[src/rtl/egress_arbiter.sv]
// egress_arbiter: round-robin, burst-bounded drain of two show-ahead FIFOs into one
// registered valid/ready egress stream. Define EGRESS_CNT_EN to add per-FIFO pop counters.
module egress_arbiter #(
    parameter int DW    = 8,
    parameter int BURST = 4
) (
    input  logic          clk,
    input  logic          reset,
    input  logic [DW-1:0] out0,
    input  logic [DW-1:0] out1,
    input  logic          fifo0_empty,
    input  logic          fifo1_empty,
    input  logic          dest_ready,
    output logic          pop0,
    output logic          pop1,
    output logic [DW-1:0] data_out,
    output logic          valid_out,
    output logic          src_out
`ifdef EGRESS_CNT_EN
    ,
    output logic [15:0]   cnt0,
    output logic [15:0]   cnt1
`endif
);

    typedef enum logic [1:0] {
        IDLE   = 2'd0,
        GRANT0 = 2'd1,
        GRANT1 = 2'd2
    } state_t;

    localparam logic [3:0] BCNT_LAST = 4'(BURST - 1);

    state_t        state_q, state_d;
    logic          last_q, last_d;
    logic [3:0]    bcnt_q, bcnt_d;
    logic [DW-1:0] data_q;
    logic          valid_q;
    logic          src_q;
    logic          can_load;

    assign can_load = !valid_q || dest_ready;

    // last resets to 1 so FIFO 0 wins the first contention after reset.
    always_ff @(posedge clk or posedge reset) begin
        if (reset) begin
            state_q <= IDLE;
            last_q  <= 1'b1;
            bcnt_q  <= '0;
        end else begin
            state_q <= state_d;
            last_q  <= last_d;
            bcnt_q  <= bcnt_d;
        end
    end

    always_comb begin
        state_d = state_q;
        last_d  = last_q;
        bcnt_d  = bcnt_q;
        case (state_q)
            IDLE: begin
                if (!fifo0_empty && !fifo1_empty) begin
                    state_d = last_q ? GRANT0 : GRANT1;
                end else if (!fifo0_empty) begin
                    state_d = GRANT0;
                end else if (!fifo1_empty) begin
                    state_d = GRANT1;
                end
            end
            GRANT0: begin
                // Yield on an empty head or on the final pop of the burst.
                if (fifo0_empty || (can_load && bcnt_q == BCNT_LAST)) begin
                    last_d  = 1'b0;
                    bcnt_d  = '0;
                    state_d = fifo1_empty ? IDLE : GRANT1;
                end else if (can_load) begin
                    bcnt_d = bcnt_q + 4'd1;
                end
            end
            GRANT1: begin
                if (fifo1_empty || (can_load && bcnt_q == BCNT_LAST)) begin
                    last_d  = 1'b1;
                    bcnt_d  = '0;
                    state_d = fifo0_empty ? IDLE : GRANT0;
                end else if (can_load) begin
                    bcnt_d = bcnt_q + 4'd1;
                end
            end
            default: begin
                state_d = IDLE;
            end
        endcase
    end

    // Pops depend only on registered state, empties and the handshake, never on FIFO data.
    always_comb begin
        pop0 = 1'b0;
        pop1 = 1'b0;
        case (state_q)
            GRANT0:  pop0 = !fifo0_empty && can_load;
            GRANT1:  pop1 = !fifo1_empty && can_load;
            default: begin
                pop0 = 1'b0;
                pop1 = 1'b0;
            end
        endcase
    end

    always_ff @(posedge clk or posedge reset) begin
        if (reset) begin
            data_q  <= '0;
            valid_q <= 1'b0;
            src_q   <= 1'b0;
        end else if (pop0) begin
            data_q  <= out0;
            src_q   <= 1'b0;
            valid_q <= 1'b1;
        end else if (pop1) begin
            data_q  <= out1;
            src_q   <= 1'b1;
            valid_q <= 1'b1;
        end else if (dest_ready) begin
            valid_q <= 1'b0;
        end
    end

    assign data_out  = data_q;
    assign valid_out = valid_q;
    assign src_out   = src_q;

`ifdef EGRESS_CNT_EN
    logic [1:0] pop_vec;
    assign pop_vec = {pop1, pop0};

    // Saturating counters so a long soak never wraps back to a plausible small value.
    for (genvar gi = 0; gi < 2; gi++) begin : g_cnt
        logic [15:0] cnt_q;
        always_ff @(posedge clk or posedge reset) begin
            if (reset) begin
                cnt_q <= '0;
            end else if (pop_vec[gi] && cnt_q != 16'hFFFF) begin
                cnt_q <= cnt_q + 16'd1;
            end
        end
    end

    assign cnt0 = g_cnt[0].cnt_q;
    assign cnt1 = g_cnt[1].cnt_q;
`endif

endmodule

[config.mk]
export PLATFORM = sky130hd
export DESIGN_NAME = egress_arbiter
export DESIGN_NICKNAME = d
export VERILOG_FILES = /design/src/rtl/egress_arbiter.sv
export SDC_FILE = /design/constraint.sdc
export NUM_CORES = 1
export LEC_CHECK = 0
export ABC_AREA = 1
export ABC_CLOCK_PERIOD_IN_PS = 3500
export CAP_MARGIN = 40
export CORE_UTILIZATION = 45
export DETAILED_ROUTE_END_ITERATION = 7
export GPL_ROUTABILITY_DRIVEN = 0
export HOLD_SLACK_MARGIN = 0.12
export PLACE_DENSITY_LB_ADDON = 0.2
export RECOVER_POWER = 50
export SETUP_SLACK_MARGIN = 0.15
export SKIP_LAST_GASP = 1
export SLEW_MARGIN = 10
export SYNTH_ARGS = -nofsm -noshare
export SYNTH_HDL_FRONTEND = slang
export SYNTH_SLANG_ARGS = --single-unit
[constraint.sdc]
create_clock -name clk -period 3.5 [get_ports clk]
set_input_delay 0.7 -clock clk [delete_from_list [all_inputs] [get_ports clk]]
set_output_delay 0.7 -clock clk [all_outputs]
set_load 0.01 [all_outputs]
### After elaboration in Yosys (flattened, before gate mapping)

Index checks and enable logic that the tools add are counted.

* add/subtract/negate cells: 1
* equal/unequal tests: 6
* multiplexer cells: 25
* reduce and logical (&&, ||, !) cells: 16

Operators with widths (count)
* two-way mux 8 bit: 2
* two-way mux 2 bit: 7
* two-way mux 4 bit: 3
* two-way mux 1 bit: 10
* case mux 4 bit (2 select lines): 1
* case mux 2 bit (3 select lines): 1
* AND reduction 3 bit: 2
* adder 4 x 1 -> 4 bit, second input constant: 1
* equality test 4 x 2 -> 1 bit, second input constant: 1
* logical AND 1 bit: 4
* inequality test 2 bit, second input constant: 2
* inequality test 4 bit, second input constant: 1
* nonzero test 2 bit: 2
* logical NOT 1 bit: 3
* logical OR 1 bit: 3
* nonzero test 3 bit: 1
* equality test 2 x 1 -> 1 bit, second input constant: 1
* equality test 2 bit, second input constant: 1
* logical NOT 2 bit: 1
* case mux 1 bit (2 select lines): 1

* flip-flop bits (word level): 17
* input bits: 21
* word-level logic and storage cells: 54

### Logic depth before layout (Yosys ltp)

Gate-level depths: netlist (run 1).

* depth after elaboration: 6
* gate-level depth with buffers: 9
* mapped depth without buffers: 9

### Least setup slack after synthesis (run 1)

Ideal clock, no wire load.

* path type: input port to output port
* start point: input port dest_ready
* end point: output port pop0
* arrival time: 1.106 ns
* path slack: 1.694 ns
* stages on the path: 5
* path buffers: 1
* path through: inv_2 nand2_4 nand3_4 buf_12 clkinv_16

* cells in the longest elaborated chain, start to end: 3

Ends and longest elaborated chain
* start, declared: line 13 `input logic dest_ready,`
* logical OR 1 bit: line 42 `assign can_load = !valid_q || dest_ready;`
* logical AND 1 bit: line 101 `GRANT0: pop0 = !fifo0_empty && can_load;`
* two-way mux 1 bit: line 100 `case (state_q)`
* end, declared: line 14 `output logic pop0,`

No other way between the ends.

### Worst setup path in the final report (run 1)

Same ends and word-level chain as after synthesis.

==> impl_table.tex, run 1 <==
\begin{tabular}{lr}
\hline
Metric & Value \\
\hline
\multicolumn{2}{l}{\textbf{Floorplanning}} \\
\quad Standard-cell rows & 17 \\
\quad Initial standard-cell utilization of the core & 47.3\% \\
\quad Die Footprint & 0.00250 mm\^{}2 \\
\quad Die boundary width & 50.0 um \\
\quad Core area & 0.00219 mm\^{}2 \\
\quad Die height & 50.0 um \\
\quad Number of top-level design ports & 33 \\
\multicolumn{2}{l}{\textbf{Pwr}} \\
\quad Max VDD drop & 0.000427 V \\
\quad Cell area power density & 733 mW/mm\^{}2 \\
\quad Static leakage power & 0.644 nW \\
\multicolumn{2}{l}{\textbf{Flow run}} \\
\quad Maximum capacitance violations & 0 \\
\multicolumn{2}{l}{\textbf{Synthesis}} \\
\quad Warning count from the yosys run & 0 \\
\quad Syn\_nets & 149 \\
\quad Number of enable flip-flop cells after synthesis & 0 \\
\quad Flops \& latches, synth & 17 \\
\quad Cells taking the most area after synthesis & sky130\_fd\_sc\_hd\_\_dfrtp\_1, sky130\_fd\_sc\_hd\_\_nand2\_1, sky130\_fd\_sc\_hd\_\_ha\_1 \\
\quad Most used DFF post-synth & sky130\_fd\_sc\_hd\_\_dfrtp\_1 \\
\quad Syn Std Cell Area & 0.00104 mm\^{}2 \\
\quad Fraction of synthesized cell area taken by the top area cell type & 38.6\% \\
\quad Gate count after technology mapping & 123 \\
\quad Count leader, synth & sky130\_fd\_sc\_hd\_\_nand2\_1 \\
\quad Async S/R FF share, synth & 100\% \\
\quad Part of the Yosys area used for sequential elements & 41.2\% \\
\quad Commonest cells in the synthesized netlist & sky130\_fd\_sc\_hd\_\_nand2\_1, sky130\_fd\_sc\_hd\_\_dfrtp\_1, sky130\_fd\_sc\_hd\_\_nor2\_1, sky130\_fd\_sc\_hd\_\_inv\_1, sky130\_fd\_sc\_hd\_\_o21ai\_0 \\
\quad Post-synthesis cell type with the largest combined area & sky130\_fd\_sc\_hd\_\_dfrtp\_1 \\
\quad Count of cell types in the netlist & 20 \\
\quad Average size of a mapped cell & 8.42 um\^{}2 \\
\multicolumn{2}{l}{\textbf{Routing}} \\
\quad Total wire length & 1.99 mm \\
\quad Average wire per standard cell & 10.7 um \\
\quad Vias per inst & 4.87 \\
\quad Initial DRT Pass Iterations & 4 \\
\quad Detailed router's first-iteration violation count & 18 \\
\quad Post-detailed-route count of antenna-violating nets & 0 \\
\quad Via Count & 906 \\
\quad Drt drc & 0 \\
\multicolumn{2}{l}{\textbf{Hold path}} \\
\quad Classification of the worst-slack hold path & register to register \\
\multicolumn{2}{l}{\textbf{Clocking}} \\
\quad TritonCTS buffer count & 3 \\
\quad CTS H-tree lvls & 1 \\
\quad CTS Root Cell & sky130\_fd\_sc\_hd\_\_clkbuf\_4 \\
\quad Clock slew seen by the registers of the worst setup and hold paths & 0.10 ns \\
\quad Latest clock arrival within the worst-skew pair & 0.29 ns \\
\quad Clock sink total & 17 \\
\quad Buffer count from post-CTS setup fixing & 0 \\
\quad Resized cells post-CTS & 0 \\
\quad Cts hold-fix bufs & 0 \\
\quad Clock Path Buffers & 2 \\
\quad CTS tree & done \\
\multicolumn{2}{l}{\textbf{Cells and area}} \\
\quad Antenna Diode Count & 0 \\
\quad Final \#Nets & 185 \\
\quad Final Non-Filler Cells & 186 \\
\quad Ratio of cells with drive above 1 in the final layout & 17.1\% \\
\quad Area added between synthesis and finish & 34.1\% \\
\multicolumn{2}{l}{\textbf{Outcome}} \\
\quad Run status & complete, no violations \\
\multicolumn{2}{l}{\textbf{Setup path}} \\
\quad Maximum fanout count along the critical path & 11 \\
\quad Category of the most critical setup path & input port to output pin \\
\quad Required time of the worst setup path & 2.80 ns \\
\quad Endpoint class of the critical path & output pin \\
\quad WP data arrival & 2.37 ns \\
\quad Startpoint kind of the worst setup timing path & input port \\
\multicolumn{2}{l}{\textbf{STA}} \\
\quad Setup repair after global routing missed its margin & no \\
\quad Setup total negative slack & 0 ns \\
\quad Pins over their slew limit & 0 \\
\quad Number of hold violations in the final report & 0 \\
\quad Time the final worst path needs with I/O delays and setup & 3.07 ns \\
\quad Final setup violation count & 0 \\
\quad FMAX & 0.326 GHz \\
\quad Measured slew at the worst slew-check pin & 0.643 ns \\
\quad Worst relative slew slack & 57.1\% \\
\quad Min setup slack post-route & 0.431 ns \\
\quad Final cycle utilization of the critical path & 87.7\% \\
\quad Largest clock skew in the final design & 0.00751 ns \\
\multicolumn{2}{l}{\textbf{Global routing}} \\
\quad Initial antenna violation count & 0 \\
\quad Final global-route overflow total & 0 \\
\quad Global-route wire length before repair & 3.46 mm \\
\quad Global-route usage over all layers & 18.3\% \\
\quad Pin count of the biggest net entering global routing & 18 \\
\quad Via count of the first global-routing pass & 859 \\
\multicolumn{2}{l}{\textbf{Placed design}} \\
\quad Count of placed standard cells including taps & 182 \\
\quad Placed wire-length estimate & 1.59 mm \\
\quad Post-Place Setup Slack & 0.617 ns \\
\quad Count of buffers inserted at the top-level ports & 32 \\
\hline
\end{tabular}
-- final timing paths --
check | start | to | slack, ns | cells after the start
max | dest_ready | pop0 | 0.43 | 6
min reg2reg | last_q | last_q | 0.48 | 2
max in group asynchronous | reset | data_out[7] | 2.17 | 2
max reg2reg | state_q[1] | data_out[1] | 1.99 | 7
min | last_q | last_q | 0.48 | 2
min in group asynchronous | reset | data_out[0] | 0.92 | 2
-- metal layers --
layer	wire length, um	track usage (%)	vias up
li1	-	-	456
met1	874	21.4	424
met2	1000	31.1	24
met3	101	4.01	2
met4	13	8.57	0
met5	0	0	-
-- critical path, stage by stage --
cell,delay [ns]
sky130_fd_sc_hd__clkdlybuf4s50_1,0.47
sky130_fd_sc_hd__inv_2,0.03
sky130_fd_sc_hd__nand2_1,0.24
sky130_fd_sc_hd__nand3_4,0.27
sky130_fd_sc_hd__clkinv_16,0.12
sky130_fd_sc_hd__clkdlybuf4s50_1,0.54
-- report_power, final --
part           internal [mW]  leakage [nW]  switching [mW]
sequential             0.293         0.205          0.0615
combinational          0.263         0.421           0.293
clock                 0.0424        0.0177          0.0651
-- sequential cells by signal, indices dropped and copies added (netlist names) --
register / count
data_out: 8
bcnt_q: 4
state_q: 2
last_q: 1
src_out: 1
valid_out: 1
-- layout by cell type, fill, tap and decap left out --
cell	instances
sky130_fd_sc_hd__clkdlybuf4s50_1	31
sky130_fd_sc_hd__nand2_1	28
sky130_fd_sc_hd__dfrtp_1	16
sky130_fd_sc_hd__nor2_1	14
sky130_fd_sc_hd__inv_1	11
sky130_fd_sc_hd__o21ai_0	10
sky130_fd_sc_hd__nand2_2	7
sky130_fd_sc_hd__a21oi_2	6
sky130_fd_sc_hd__nand3_1	6
sky130_fd_sc_hd__inv_2	5
sky130_fd_sc_hd__o21ai_1	5
sky130_fd_sc_hd__ha_1	5
sky130_fd_sc_hd__clkbuf_4	3
sky130_fd_sc_hd__nand4_1	2
sky130_fd_sc_hd__nand3_4	1
sky130_fd_sc_hd__nor2_4	1
sky130_fd_sc_hd__nand2_4	1
sky130_fd_sc_hd__clkinv_16	1
sky130_fd_sc_hd__xor2_1	1
sky130_fd_sc_hd__or2_1	1
sky130_fd_sc_hd__clkinv_2	1
sky130_fd_sc_hd__dlygate4sd3_1	1
sky130_fd_sc_hd__dfstp_2	1
-- cell type report --
cell class / count / area [um^2]
multi-input cells: 88 / 489
well taps: 28 / 35.0
clock buffers: 3 / 22.5
clock inverters: 1 / 5.00
repair buffers: 32 / 320
inverters: 17 / 90.1
flip-flops and latches: 17 / 427
fillers: 186 / 802
-- metrics by stage --
stage / instance area [um^2] / hold WS [ns] / util (%) / power, mW
after floorplan: 1040 / 0.445 / - / 0.721
after global placement: 1370 / 0.454 / 62.6 / 0.917
after detailed placement: 1370 / 0.465 / 62.6 / 0.930
after CTS: 1400 / 0.482 / 63.8 / 1.04
after global routing: 1390 / 0.520 / 63.4 / 1.11
final: 1390 / 0.475 / 63.4 / 1.02
-- logic make-up after synthesis --
logic type	count (synthesis)	share of synthesized area [%]
flip-flops	17	41.2
buffers and inverters	18	10.6
XOR/XNOR	1	0.846
AND/OR/NAND/NOR	61	29.0
AO/OA/AOI/OAI	21	12.3
adder cells (fa/ha/maj)	5	6.04
Note: power is estimated with default switching activity, not from simulation.
==> inputs of run 2 (changes only) <==
--- a/config.mk
+++ b/config.mk
@@ -10,7 +10,6 @@
 export CAP_MARGIN = 40
 export CORE_UTILIZATION = 45
 export DETAILED_ROUTE_END_ITERATION = 7
-export GPL_ROUTABILITY_DRIVEN = 0
 export HOLD_SLACK_MARGIN = 0.12
 export PLACE_DENSITY_LB_ADDON = 0.2
 export RECOVER_POWER = 50
==> results of run 2 <==
The final DEF is identical to that of run 1; final timing and power are the same.
